`config.mk`:
```
export PLATFORM = sky130hd
export DESIGN_NAME = adbg_top_ctrl
export DESIGN_NICKNAME = d
export VERILOG_FILES = /design/src/rtl/adbg_top_ctrl.sv
export SDC_FILE = /design/constraint.sdc
export NUM_CORES = 1
export LEC_CHECK = 0
export ABC_AREA = 1
export BUFFER_PORTS_ARGS = -buffer_cell sky130_fd_sc_hd__clkbuf_2
export CAP_MARGIN = 20
export CORE_UTILIZATION = 35
export DETAILED_ROUTE_END_ITERATION = 10
export HOLD_SLACK_MARGIN = 0.03
export PLACE_DENSITY = 0.61
export SLEW_MARGIN = 30
export SYNTH_ARGS = -nofsm -noshare
export SYNTH_HDL_FRONTEND = slang
export SYNTH_SLANG_ARGS = --single-unit
```
`constraint.sdc`:
```
create_clock -name tck_i -period 1 [get_ports tck_i]
set_input_delay 0.05 -clock tck_i [delete_from_list [all_inputs] [get_ports tck_i]]
set_output_delay 0.05 -clock tck_i [all_outputs]
set_load 0.03 [all_outputs]
```
`src/rtl/adbg_top_ctrl.sv`:
```
// adbg_top_ctrl: debug chain controller that owns the DEBUG data register, decodes module selects and routes TDO.
// Define ADBG_TOP_STATUS_EN to add the 24-bit status word and the sticky select/inhibit error flags.
module adbg_top_ctrl #(
    parameter int          NB_MODULES    = 4,
    parameter int          MODULE_ID_LEN = 2,
    parameter int          DATAREG_LEN   = 64,
    parameter logic [15:0] MODULE_MASK   = 16'h000F
) (
    input  logic                     tck_i,
    input  logic                     rst_i,
    input  logic                     tdi_i,
    output logic                     tdo_o,
    input  logic                     shift_dr_i,
    input  logic                     capture_dr_i,
    input  logic                     update_dr_i,
    input  logic                     debug_select_i,
    output logic [DATAREG_LEN-1:0]   data_register_o,
    output logic [NB_MODULES-1:0]    module_select_o,
    input  logic [NB_MODULES-1:0]    module_inhibit_i,
    input  logic [NB_MODULES-1:0]    module_tdo_i,
    output logic                     sel_valid_o,
    output logic [MODULE_ID_LEN-1:0] sel_id_o
);

    if (MODULE_ID_LEN < $clog2(NB_MODULES)) begin : g_bad_id_len
        $error("MODULE_ID_LEN too small for NB_MODULES");
    end
    if (DATAREG_LEN < 24 || DATAREG_LEN < MODULE_ID_LEN + 1) begin : g_bad_dr_len
        $error("DATAREG_LEN too small");
    end

    // Populated modules only; mask bits beyond NB_MODULES never count.
    localparam logic [15:0] MASK_EFF =
        MODULE_MASK & 16'((32'd1 << NB_MODULES) - 32'd1);

    logic [DATAREG_LEN-1:0]   sr_q, sr_d;
    logic                     sel_valid_q, sel_valid_d;
    logic [MODULE_ID_LEN-1:0] sel_id_q, sel_id_d;

    logic                     shift_en;
    logic                     cap_en;
    logic                     upd_en;
    logic [MODULE_ID_LEN-1:0] cmd_id;
    logic [31:0]              cmd_id_w;
    logic                     id_ok;
    logic                     set_sel_err;
    logic                     set_inh_err;
    logic                     tdo_sel;

    assign shift_en = debug_select_i && shift_dr_i;
    assign cap_en   = debug_select_i && capture_dr_i;
    assign upd_en   = debug_select_i && update_dr_i;
    assign cmd_id   = sr_q[DATAREG_LEN-2 -: MODULE_ID_LEN];
    assign cmd_id_w = 32'(cmd_id);
    assign id_ok    = (cmd_id_w < 32'(NB_MODULES)) && MASK_EFF[cmd_id_w[3:0]];

    always_comb begin
        sr_d        = sr_q;
        sel_valid_d = sel_valid_q;
        sel_id_d    = sel_id_q;
        set_sel_err = 1'b0;
        set_inh_err = 1'b0;
        if (shift_en) begin
            sr_d = {tdi_i, sr_q[DATAREG_LEN-1:1]};
        end
        // Updates with MSB clear belong to the selected module.
        if (upd_en && sr_q[DATAREG_LEN-1]) begin
            if (|module_inhibit_i) begin
                set_inh_err = 1'b1;
            end else if (id_ok) begin
                sel_valid_d = 1'b1;
                sel_id_d    = cmd_id;
            end else begin
                sel_valid_d = 1'b0;
                sel_id_d    = cmd_id;
                set_sel_err = 1'b1;
            end
        end
    end

    always_ff @(posedge tck_i) begin
        if (rst_i) begin
            sr_q        <= '0;
            sel_valid_q <= 1'b0;
            sel_id_q    <= '0;
        end else begin
            sr_q        <= sr_d;
            sel_valid_q <= sel_valid_d;
            sel_id_q    <= sel_id_d;
        end
    end

    always_comb begin
        module_select_o = '0;
        tdo_sel         = 1'b0;
        for (int n = 0; n < NB_MODULES; n++) begin
            if (32'(sel_id_q) == 32'(n)) begin
                module_select_o[n] = sel_valid_q;
                tdo_sel            = module_tdo_i[n];
            end
        end
    end

`ifdef ADBG_TOP_STATUS_EN
    logic [23:0] status_q, status_d;
    logic        sel_err_q, sel_err_d;
    logic        inh_err_q, inh_err_d;
    logic [23:0] status_word;

    assign status_word = {MASK_EFF, 5'(NB_MODULES), inh_err_q, sel_err_q, sel_valid_q};

    always_comb begin
        status_d  = status_q;
        sel_err_d = sel_err_q;
        inh_err_d = inh_err_q;
        if (!sel_valid_q) begin
            if (cap_en) begin
                status_d  = status_word;
                sel_err_d = 1'b0;
                inh_err_d = 1'b0;
            end else if (shift_en) begin
                status_d = {1'b0, status_q[23:1]};
            end
        end
        // A set in the same cycle as a clear-on-read must not be lost.
        if (set_sel_err) begin
            sel_err_d = 1'b1;
        end
        if (set_inh_err) begin
            inh_err_d = 1'b1;
        end
    end

    always_ff @(posedge tck_i) begin
        if (rst_i) begin
            status_q  <= '0;
            sel_err_q <= 1'b0;
            inh_err_q <= 1'b0;
        end else begin
            status_q  <= status_d;
            sel_err_q <= sel_err_d;
            inh_err_q <= inh_err_d;
        end
    end

    assign tdo_o = sel_valid_q ? tdo_sel : status_q[0];
`else
    logic unused_status;
    assign unused_status = ^{cap_en, set_sel_err, set_inh_err};
    assign tdo_o         = sel_valid_q ? tdo_sel : 1'b0;
`endif

    assign data_register_o = sr_q;
    assign sel_valid_o     = sel_valid_q;
    assign sel_id_o        = sel_id_q;

endmodule

```
==> impl_metrics.ini, run 1 <==
[timing]
finalHoldViolCount = 0
rsz0062_at_grt = true
fmax_mhz = 772
min_period_over_period = 1.30
finalSetupViolCount = 8
fin_crit_ps = 1300
setup_slack_ps = -296
finalSetupTns_ps = -1650
finalMaxSlewViolations = 0
relSlewSlack = 0.849
worst_slew_pin_slew_ps = 225
fin_skew_ps = 3.84

[placed_design]
io_buffers = 85
routabilityCongestion = 0.704
dpl.hpwl_um = 3890
placed_cells = 493

[logic_synthesis]
synth_compound_area_frac = 0.140
synth-seq-cells = 67
synth_edf_count = 0
synthTopCellsByArea = dfxtp_1, nor2_1, o21ai_1, o21ai_0, buf_6
yosys.area_share.simple = 0.238
synth_cell_type_count = 16
syn_inst = 319
synth_common_cells = nor2_1, dfxtp_1, o21ai_1
synth.yosys.seq_area_share = 0.545
netlist_area_um2 = 2460
yosys.area.top_type_share = 0.545
synth_xor_xnor_area_share = 0
synth_fa_ha_area_frac = 0
synth_most_common_cell = nor2_1
yosysWarningCount = 0
synthMuxAreaShare = 0
postSynthAreaPerCell_um2 = 7.72
postSynthNetCount = 334
async_reset_ff_frac = 0
ys.flop_type = dfxtp_1
synth_top_cell_by_area = dfxtp_1
synth_top_family_by_area = simple AND/OR/NAND/NOR gates

[die]
die_area_um2 = 7370
row_count = 30
initial_utilization = 0.362
die_x_um = 85.9
num_io_pins = 87
core_um2 = 6790
die_h_um = 85.9

[status]
violations = negative setup slack
status = finished, violations left

[route]
firstDrtPassIters = 4
ant_nets = 0
drc = 0
dr.first_iter.drc_count = 66
via_count = 2321
wl_um = 5910
vias_per_cell = 4.46
wire_per_inst_um = 11.4

[final_layout]
final_util = 0.531
antennaDiodeCount = 0
fin_cells = 520
nNetsFinal = 434
layout-drive-gt1-share = 0.337
area_growth_pct = 46.7

[clock_network]
clockBufferDepth = 2
cts-root-buf = clkbuf_8
cts_buffers = 9
cts.htree.levels = 3
clk_pin_slew_ps = 70
cts_tree = built
clk_latency_ps = 340
clkSinkCount = 67

[critical_path]
worstSetupEndpointType = output pin
start_kind = register
path_max_fanout = 5
worst_ep_arrival_time_ps = 1250
path_class = reg2out
required_ps = 950

[power]
cellPowerDensity_nw_per_um2 = 1820
peakVddDrop_uv = 1070
p_leak_uw = 0.00163

[global_routing]
antenna_found_initial = 1
grt_pass1_vias = 2128
grt_start_max_net_pins = 41
gr-usage-all-layers = 0.168
use_met1 = 0.205
met2_usage = 0.267
grt_use_met3 = 0.0577
overflow = 0
grt_pass1_wl_um = 9660
top_usage_layer = met2

[min_path]
hp-class = in2reg

[flow_run]
maxCapViolCount = 0
-- worst paths after layout --
path                                          start                   to  slack [ps]  cells after the start
worst max-delay path                    sel_id_o[0]                tdo_o        -300                      5
worst max register to register          sel_valid_o          sel_valid_o        -300                      8
worst min-delay path                          rst_i   data_register_o[1]          80                      4
worst min register to register  data_register_o[62]  data_register_o[62]         480                      2
-- cell families after synthesis --
logic type,Yosys count
and+or+nand+nor,153
AOI/OAI and AO/OA,69
DFF,67
buffers and inverters,30
-- registers in the layout, summed over array words and instances, names as in the netlist --
register         count
data_register_o     64
sel_id_o             2
sel_valid_o          1
-- cell usage in the layout, fill, tap and decap left out --
master and n:
nand3_1 3, a21oi_1 3, o21ai_1 50, buf_12 6, clkinvlp_4 2, nor3_4 3
buf_4 32, nor3_2 1, nand2_2 1, nand2_4 1, inv_1 6, o21ai_2 1
buf_6 3, dfxtp_2 1, clkbuf_2 27, nor2_1 132, buf_2 21, nor2_2 3
clkbuf_4 10, clkbuf_16 1, inv_2 2, o21ai_4 1, buf_8 4, dlygate4sd3_1 2
nor2_4 1, inv_4 1, o21ai_0 14, clkbuf_8 17, dfxtp_4 3, bufinv_16 1
nand2_1 8, dfxtp_1 63
-- through the flow --
| stage | hold WS [ps] | instance area, µm² | setup WS, ps | total power (µW) |
|---|---|---|---|---|
| after detailed placement | 242 | 3090 | -15.2 | 3960 |
| after floorplan | 115 | 2520 | 5.77 | 3680 |
| after global placement | 241 | 3090 | 34.5 | 3950 |
| after global routing | 84.1 | 3610 | -358 | 6870 |
| final | 77.4 | 3610 | -296 | 6560 |
| after CTS | 71.1 | 3520 | -299 | 6580 |
-- critical path: stages (launching register included) --
cell and delay, ps:
dfxtp_4 380, inv_4 50, nand2_4 60, o21ai_4 60, nor3_4 180, clkbuf_8 180
-- power by group --
part           internal (µW)  switching (µW)
combinational            366             656
clock                   1580            1020
sequential              2820             117
-- cell type report --
class | count | area, µm²
Inverter | 10 | 43.8
Timing Repair Buffer | 109 | 845
Clock buffer | 14 | 204
Fill cell | 669 | 3180
Clock inverter | 2 | 37.5
Sequential cell | 67 | 1350
Multi-Input combinational cell | 222 | 1010
Tap cell | 96 | 120
-- metal layers --
metal  vias up  wire [µm]
met5         -         16
met4         2        104
met3        10        314
met2        67       2690
met1      1023       2790
li1       1219          -
-- repair_timing --
item                                    in CTS  in global routing
setup buffers                                9                  0
gates resized for setup                     24                105
pin swaps                                    4                  0
hold buffers                                 2                  0
endpoints found under the hold margin        2                  0
endpoints found under the setup margin       9                 61
Note: power is estimated with default switching activity, not from simulation.
==> run 2: changes to the inputs <==
--- a/config.mk
+++ b/config.mk
@@ -7,11 +7,11 @@
 export LEC_CHECK = 0
 export ABC_AREA = 1
 export BUFFER_PORTS_ARGS = -buffer_cell sky130_fd_sc_hd__clkbuf_2
-export CAP_MARGIN = 20
-export CORE_UTILIZATION = 35
+export CAP_MARGIN = 10
+export CORE_UTILIZATION = 34
 export DETAILED_ROUTE_END_ITERATION = 10
 export HOLD_SLACK_MARGIN = 0.03
-export PLACE_DENSITY = 0.61
+export PLACE_DENSITY = 0.59
 export SLEW_MARGIN = 30
 export SYNTH_ARGS = -nofsm -noshare
 export SYNTH_HDL_FRONTEND = slang
==> constraint.sdc (replaced) <==
create_clock -name tck_i -period 1.4 [get_ports tck_i]
set_input_delay 0.07 -clock tck_i [delete_from_list [all_inputs] [get_ports tck_i]]
set_output_delay 0.07 -clock tck_i [all_outputs]
set_load 0.03 [all_outputs]
==> run 2 against run 1 <==
Against the previous run:
- the flow now finishes without violations
- global-route usage decreased by 1.7 points
- clock skew is 1.8 ps higher
- first-iteration DRC count grew 41%
- critical path depth unchanged
- register-to-register slack improved by 780 ps
- sequential share of layout area grew 5.2 points
- setup slack better by 400 ps
- flip-flop and latch count unchanged
- clock power shrank 38%
- combinational power is 37% lower
- routed wire length decreased by 7.0%
- highest routed layer is now met4
==> impl_metrics.ini, run 2 (synthesis gave the netlist of run 1 again) <==
[status]
status = finished, final reports clean

[timing]
fin_skew_ps = 5.67
hold_ws_ps = 120
rsz0062_at_grt = false
fin_crit_ps = 1290
finalMaxSlewViolations = 0
worst_slew_pin_slew_ps = 515
fmax_mhz = 772
finalSetupViolCount = 0
relSlewSlack = 0.657
setup_slack_ps = 105
finalSetupTns_ps = 0
min_period_over_period = 0.925
finalHoldViolCount = 0

[route]
wire_per_inst_um = 10.9
dr.first_iter.drc_count = 93
via_count = 2220
drc = 0
vias_per_cell = 4.40
wl_um = 5500
ant_nets = 0
firstDrtPassIters = 4

[flow_run]
maxCapViolCount = 0

[die]
row_count = 30
core_um2 = 6910
die_x_um = 87.1
initial_utilization = 0.356
num_io_pins = 87
die_h_um = 87.1
die_area_um2 = 7580

[global_routing]
grt_start_max_net_pins = 49
antenna_found_initial = 0
gr-usage-all-layers = 0.151
grt_pass1_wl_um = 8870
overflow = 0
grt_pass1_vias = 1907

[min_path]
hp-class = in2reg
min_delay_path_depth = 5
hold_start = module_inhibit_i[3]
hold_end = sel_id_o[1]

[placed_design]
routabilityCongestion = 0.755
dpl.hpwl_um = 3690
dpl_cell_area_um2 = 2920
pre_cts_ws_ps = 275
io_buffers = 85

[critical_path]
r2r_end = sel_id_o[0]
path_max_fanout = 6
worst_ep_arrival_time_ps = 1220
path_class = reg2out
slowest_delay_ps = 370
crit_path_top_delay_cell = dfxtp_4
required_ps = 1330
start_kind = register
reg2reg_depth = 4
worstSetupEndpointType = output pin
reg2reg_from = data_register_o[63]
path_cells = inv_1 -> nand2_2 -> o21ai_1 -> nor3_2 -> buf_4
rrSetupSlack_ps = 480

[final_layout]
final_common_cell = nor2_1
largest_reg_flops = 64
area_growth_pct = 28.1
final_cell_mix = nor2_1, clkbuf_2, dfxtp_1, o21ai_1, o21ai_0
layout-drive-gt1-share = 0.281
antennaDiodeCount = 0
final_area_um2 = 3150
nNetsFinal = 419
n_fill_cell = 753

[clock_network]
cts_tree = built
cts-root-buf = clkbuf_8
clockBufferDepth = 2
clk_latency_ps = 320
clk_pin_slew_ps = 70
clkSinkCount = 67
cts.htree.levels = 3
postCtsSetupBuffers = 0
cts_buffers = 9

[power]
cellPowerDensity_nw_per_um2 = 1390
p_leak_uw = 0.00145
peakVddDrop_uv = 631
-- run 2: cell count changes in the layout (fill, tap and decap cells not counted), sizes merged --
cell,delta
buf,-58
clkbuf,+41
clkinv,+3
clkinvlp,-2
inv,+1
-- run 2: cell type report --
class                   instances  area (µm²)  share of cell area
clock inverters                 4        48.8              0.0155
inverters                      10        37.5              0.0119
repair buffers                 94         500               0.159
flip-flops and latches         67        1350               0.427
well taps                      96         120              0.0381
clock buffers                  12         155              0.0492
multi-input cells             222         943               0.299
-- run 2: stage by stage --
| step | total power (µW) | utilization | std cells |
|---|---|---|---|
| 6_report | 4370 | 0.456 | 505 |
| 5_1_grt | 4600 | 0.456 | 505 |
| 4_1_cts | 4440 | 0.456 | 505 |
| 3_5_place_dp | 2800 | 0.422 | 487 |
| 3_3_place_gp | 2790 | 0.422 | 487 |
| 2_1_floorplan | 2630 | - | 319 |
-- run 2: timing repair --
action,4_1_cts,5_1_grt
endpoints found under the hold margin,2,0
setup endpoints to repair,1,1
resized for setup,3,5
hold buffers,2,0
-- run 2: layer usage --
| layer | up-vias | GRT usage | share of wire |
|---|---|---|---|
| li1 | 1187 | - | - |
| met1 | 976 | 0.198 | 0.50 |
| met2 | 53 | 0.227 | 0.44 |
| met3 | 4 | 0.0474 | 0.054 |
| met4 | 0 | 0.0682 | 0.0071 |
| met5 | - | 0 | 0 |
-- run 2: worst max-delay path, delay by kind of cell (launching register included) --
| family | cells | cell delay (ps) |
|---|---|---|
| flops | 1 | 370 |
| buf+inv | 2 | 260 |
| simple gates | 2 | 220 |
| compound gates | 1 | 60 |
-- run 2: report_power, final --
group / internal [µW] / switching [µW] / total [µW]
Sequential: 2020 / 83.4 / 2100
Clock: 918 / 699 / 1620
Combinational: 194 / 453 / 647
-- run 2: worst max path at each step --
stage | startpoint | to | cells past startpoint
after floorplan | sel_valid_o | module_select_o[0] | 2
after global placement | sel_id_o[0] | tdo_o | 5
after detailed placement | sel_id_o[0] | tdo_o | 5
after CTS | sel_id_o[0] | tdo_o | 5
after global routing | sel_id_o[0] | tdo_o | 5
final | sel_id_o[0] | tdo_o | 5
==> run 3: changes to the inputs <==
--- a/config.mk
+++ b/config.mk
@@ -8,10 +8,10 @@
 export ABC_AREA = 1
 export BUFFER_PORTS_ARGS = -buffer_cell sky130_fd_sc_hd__clkbuf_2
 export CAP_MARGIN = 10
-export CORE_UTILIZATION = 34
+export CORE_UTILIZATION = 44
 export DETAILED_ROUTE_END_ITERATION = 10
 export HOLD_SLACK_MARGIN = 0.03
-export PLACE_DENSITY = 0.59
+export PLACE_DENSITY = 0.76
 export SLEW_MARGIN = 30
 export SYNTH_ARGS = -nofsm -noshare
 export SYNTH_HDL_FRONTEND = slang
==> constraint.sdc (replaced) <==
create_clock -name tck_i -period 1.13 [get_ports tck_i]
set_input_delay 0.0565 -clock tck_i [delete_from_list [all_inputs] [get_ports tck_i]]
set_output_delay 0.0565 -clock tck_i [all_outputs]
set_load 0.03 [all_outputs]
==> run 3 against run 2 <==
Against the previous run:
- the flow now finishes with violations (negative setup slack)
- flip-flop and latch count stayed put
- first-iteration DRC count is 9.7% higher
- combinational power is 26% higher
- clock skew is 1.7 ps higher
- sequential power is 24% higher
- power is 22% higher
- global-route usage is 3.7 points higher
- die area is 22% lower
- via count is 3.6% higher
- clock power is 19% higher
- register-to-register slack worse by 310 ps
- utilization is 16 points higher
- critical path type unchanged
==> impl_metrics.ini, run 3 (synthesis gave the netlist of run 1 again) <==
[status]
status = finished, violations left
violations = negative setup slack

[critical_path]
worstSetupEndpointType = output pin
endpoint = tdo_o
path_cells = inv_4 -> nand2_4 -> o21ai_2 -> nor3_2 -> clkbuf_8
required_ps = 1070
rrSetupSlack_ps = 170
path_delay_family = flip-flops
reg2reg_from = data_register_o[63]
crit_path_top_delay_cell = dfxtp_4
slowest_delay_ps = 370
startpoint = sel_id_o[0]
reg2reg_depth = 4
path_depth = 5
r2r_end = sel_id_o[0]
worst_ep_arrival_time_ps = 1210
start_kind = register
cp_num_buf_inv = 2
path_max_fanout = 4
path_class = reg2out

[clock_network]
clkSinkCount = 67
clockBufferDepth = 2
clk_pin_slew_ps = 60
cts_buffers = 9
clk_latency_ps = 320
cts.htree.levels = 3
cts_tree = built
cts-root-buf = clkbuf_8

[timing]
worst_slew_pin_slew_ps = 291
finalSetupTns_ps = -278
fmax_mhz = 793
rsz0062_at_grt = true
finalMaxSlewViolations = 0
fin_crit_ps = 1260
setup_slack_ps = -132
finalSetupViolCount = 4
relSlewSlack = 0.806
hold_ws_ps = 105
finalHoldViolCount = 0
fin_skew_ps = 7.35
min_period_over_period = 1.12

[global_routing]
grt_pass1_wl_um = 9040
gr-usage-all-layers = 0.188
top_usage_layer = met2
antenna_found_initial = 0
grt_start_max_net_pins = 40
grt_pass1_vias = 1996
met2_usage = 0.295
grt_use_met3 = 0.0464
use_met1 = 0.246
overflow = 0

[final_layout]
n_fill_cell = 473
largest_reg_flops = 64
regArea_um2 = 1350
antennaDiodeCount = 0
final_common_cell = nor2_1
layout-drive-gt1-share = 0.299
area_growth_pct = 31.2
nNetsFinal = 421
final_cell_mix = nor2_1, clkbuf_2, dfxtp_1, o21ai_1, o21ai_0
multi_input_comb_area_um2 = 975

[die]
row_count = 26
num_io_pins = 87
die_x_um = 76.8
die_h_um = 76.8
die_area_um2 = 5900
initial_utilization = 0.470
core_um2 = 5240

[placed_design]
dpl.hpwl_um = 3530
io_buffers = 85
routabilityCongestion = 0.703

[route]
drc = 0
vias_per_cell = 4.78
wl_um = 5270
via_count = 2299
firstDrtPassIters = 4
wire_per_inst_um = 11.0
ant_nets = 0
dr.first_iter.drc_count = 102

[flow_run]
maxCapViolCount = 0

[min_path]
min_delay_path_depth = 5
hp-class = in2reg

[power]
p_leak_uw = 0.00149
cellPowerDensity_nw_per_um2 = 1650
peakVddDrop_uv = 978
## run 3: cell count changes in the layout (fill, tap and decap cells not counted), moves of 2 or more
cell      delta
buf_12       +2
buf_6        +2
clkbuf_2     -5
clkbuf_8     +2
dfxtp_4      +2
inv_1        -2
inv_4        +3
nor3_1       -2
nor3_4       +2
## run 3: what timing repair did
action,in CTS,in global routing
buffers inserted,2,0
endpoints found under the hold margin,2,0
endpoints found under the setup margin,5,6
hold buffers,2,0
pin swaps,4,1
resized for setup,21,7
## run 3: stage by stage
step / area [µm²] / util / power [µW] / std cells / worst slack (ps)
6_report: 3230 / 0.617 / 5340 / 481 / -132
5_1_grt: 3230 / 0.617 / 5610 / 481 / -182
4_1_cts: 3210 / 0.613 / 5400 / 481 / -139
3_5_place_dp: 2920 / 0.558 / 3470 / 461 / 91.3
3_3_place_gp: 2920 / 0.558 / 3450 / 461 / 135
2_1_floorplan: 2480 / - / 3250 / 319 / -46.1
## run 3: worst min path at each step
stage	end	slack, ps	from
3_3_place_gp	sel_valid_o	260	rst_i
2_1_floorplan	sel_valid_o	130	rst_i
5_1_grt	sel_id_o[1]	150	update_dr_i
3_5_place_dp	sel_valid_o	260	rst_i
4_1_cts	sel_id_o[1]	90	module_inhibit_i[3]
6_report	sel_id_o[1]	100	module_inhibit_i[3]
## run 3: worst reg2reg max path: cells and delay by family, from the launching register on
| kind | cells | cell delay [ps] |
|---|---|---|
| flops | 1 | 410 |
| simple gates | 4 | 480 |
## run 3: metal layers
layer,share of wire,up-vias
met3,0.053,9
met4,0.012,0
met1,0.49,1035
met5,0,-
li1,-,1197
met2,0.45,58
## run 3: area by class of cell
class / instances / share of cell area
Clock buffer: 11 / 0.0438
Multi-Input combinational cell: 222 / 0.302
Sequential cell: 67 / 0.419
Clock inverter: 5 / 0.0159
Timing Repair Buffer: 96 / 0.179
Tap cell: 70 / 0.0271
Inverter: 10 / 0.0132
## run 3: where the power goes
| group | switching [µW] | total, µW | internal [µW] |
|---|---|---|---|
| combinational | 563 | 816 | 253 |
| clock | 852 | 1920 | 1070 |
| sequential | 105 | 2600 | 2500 |
| total | 1520 | 5340 | 3820 |
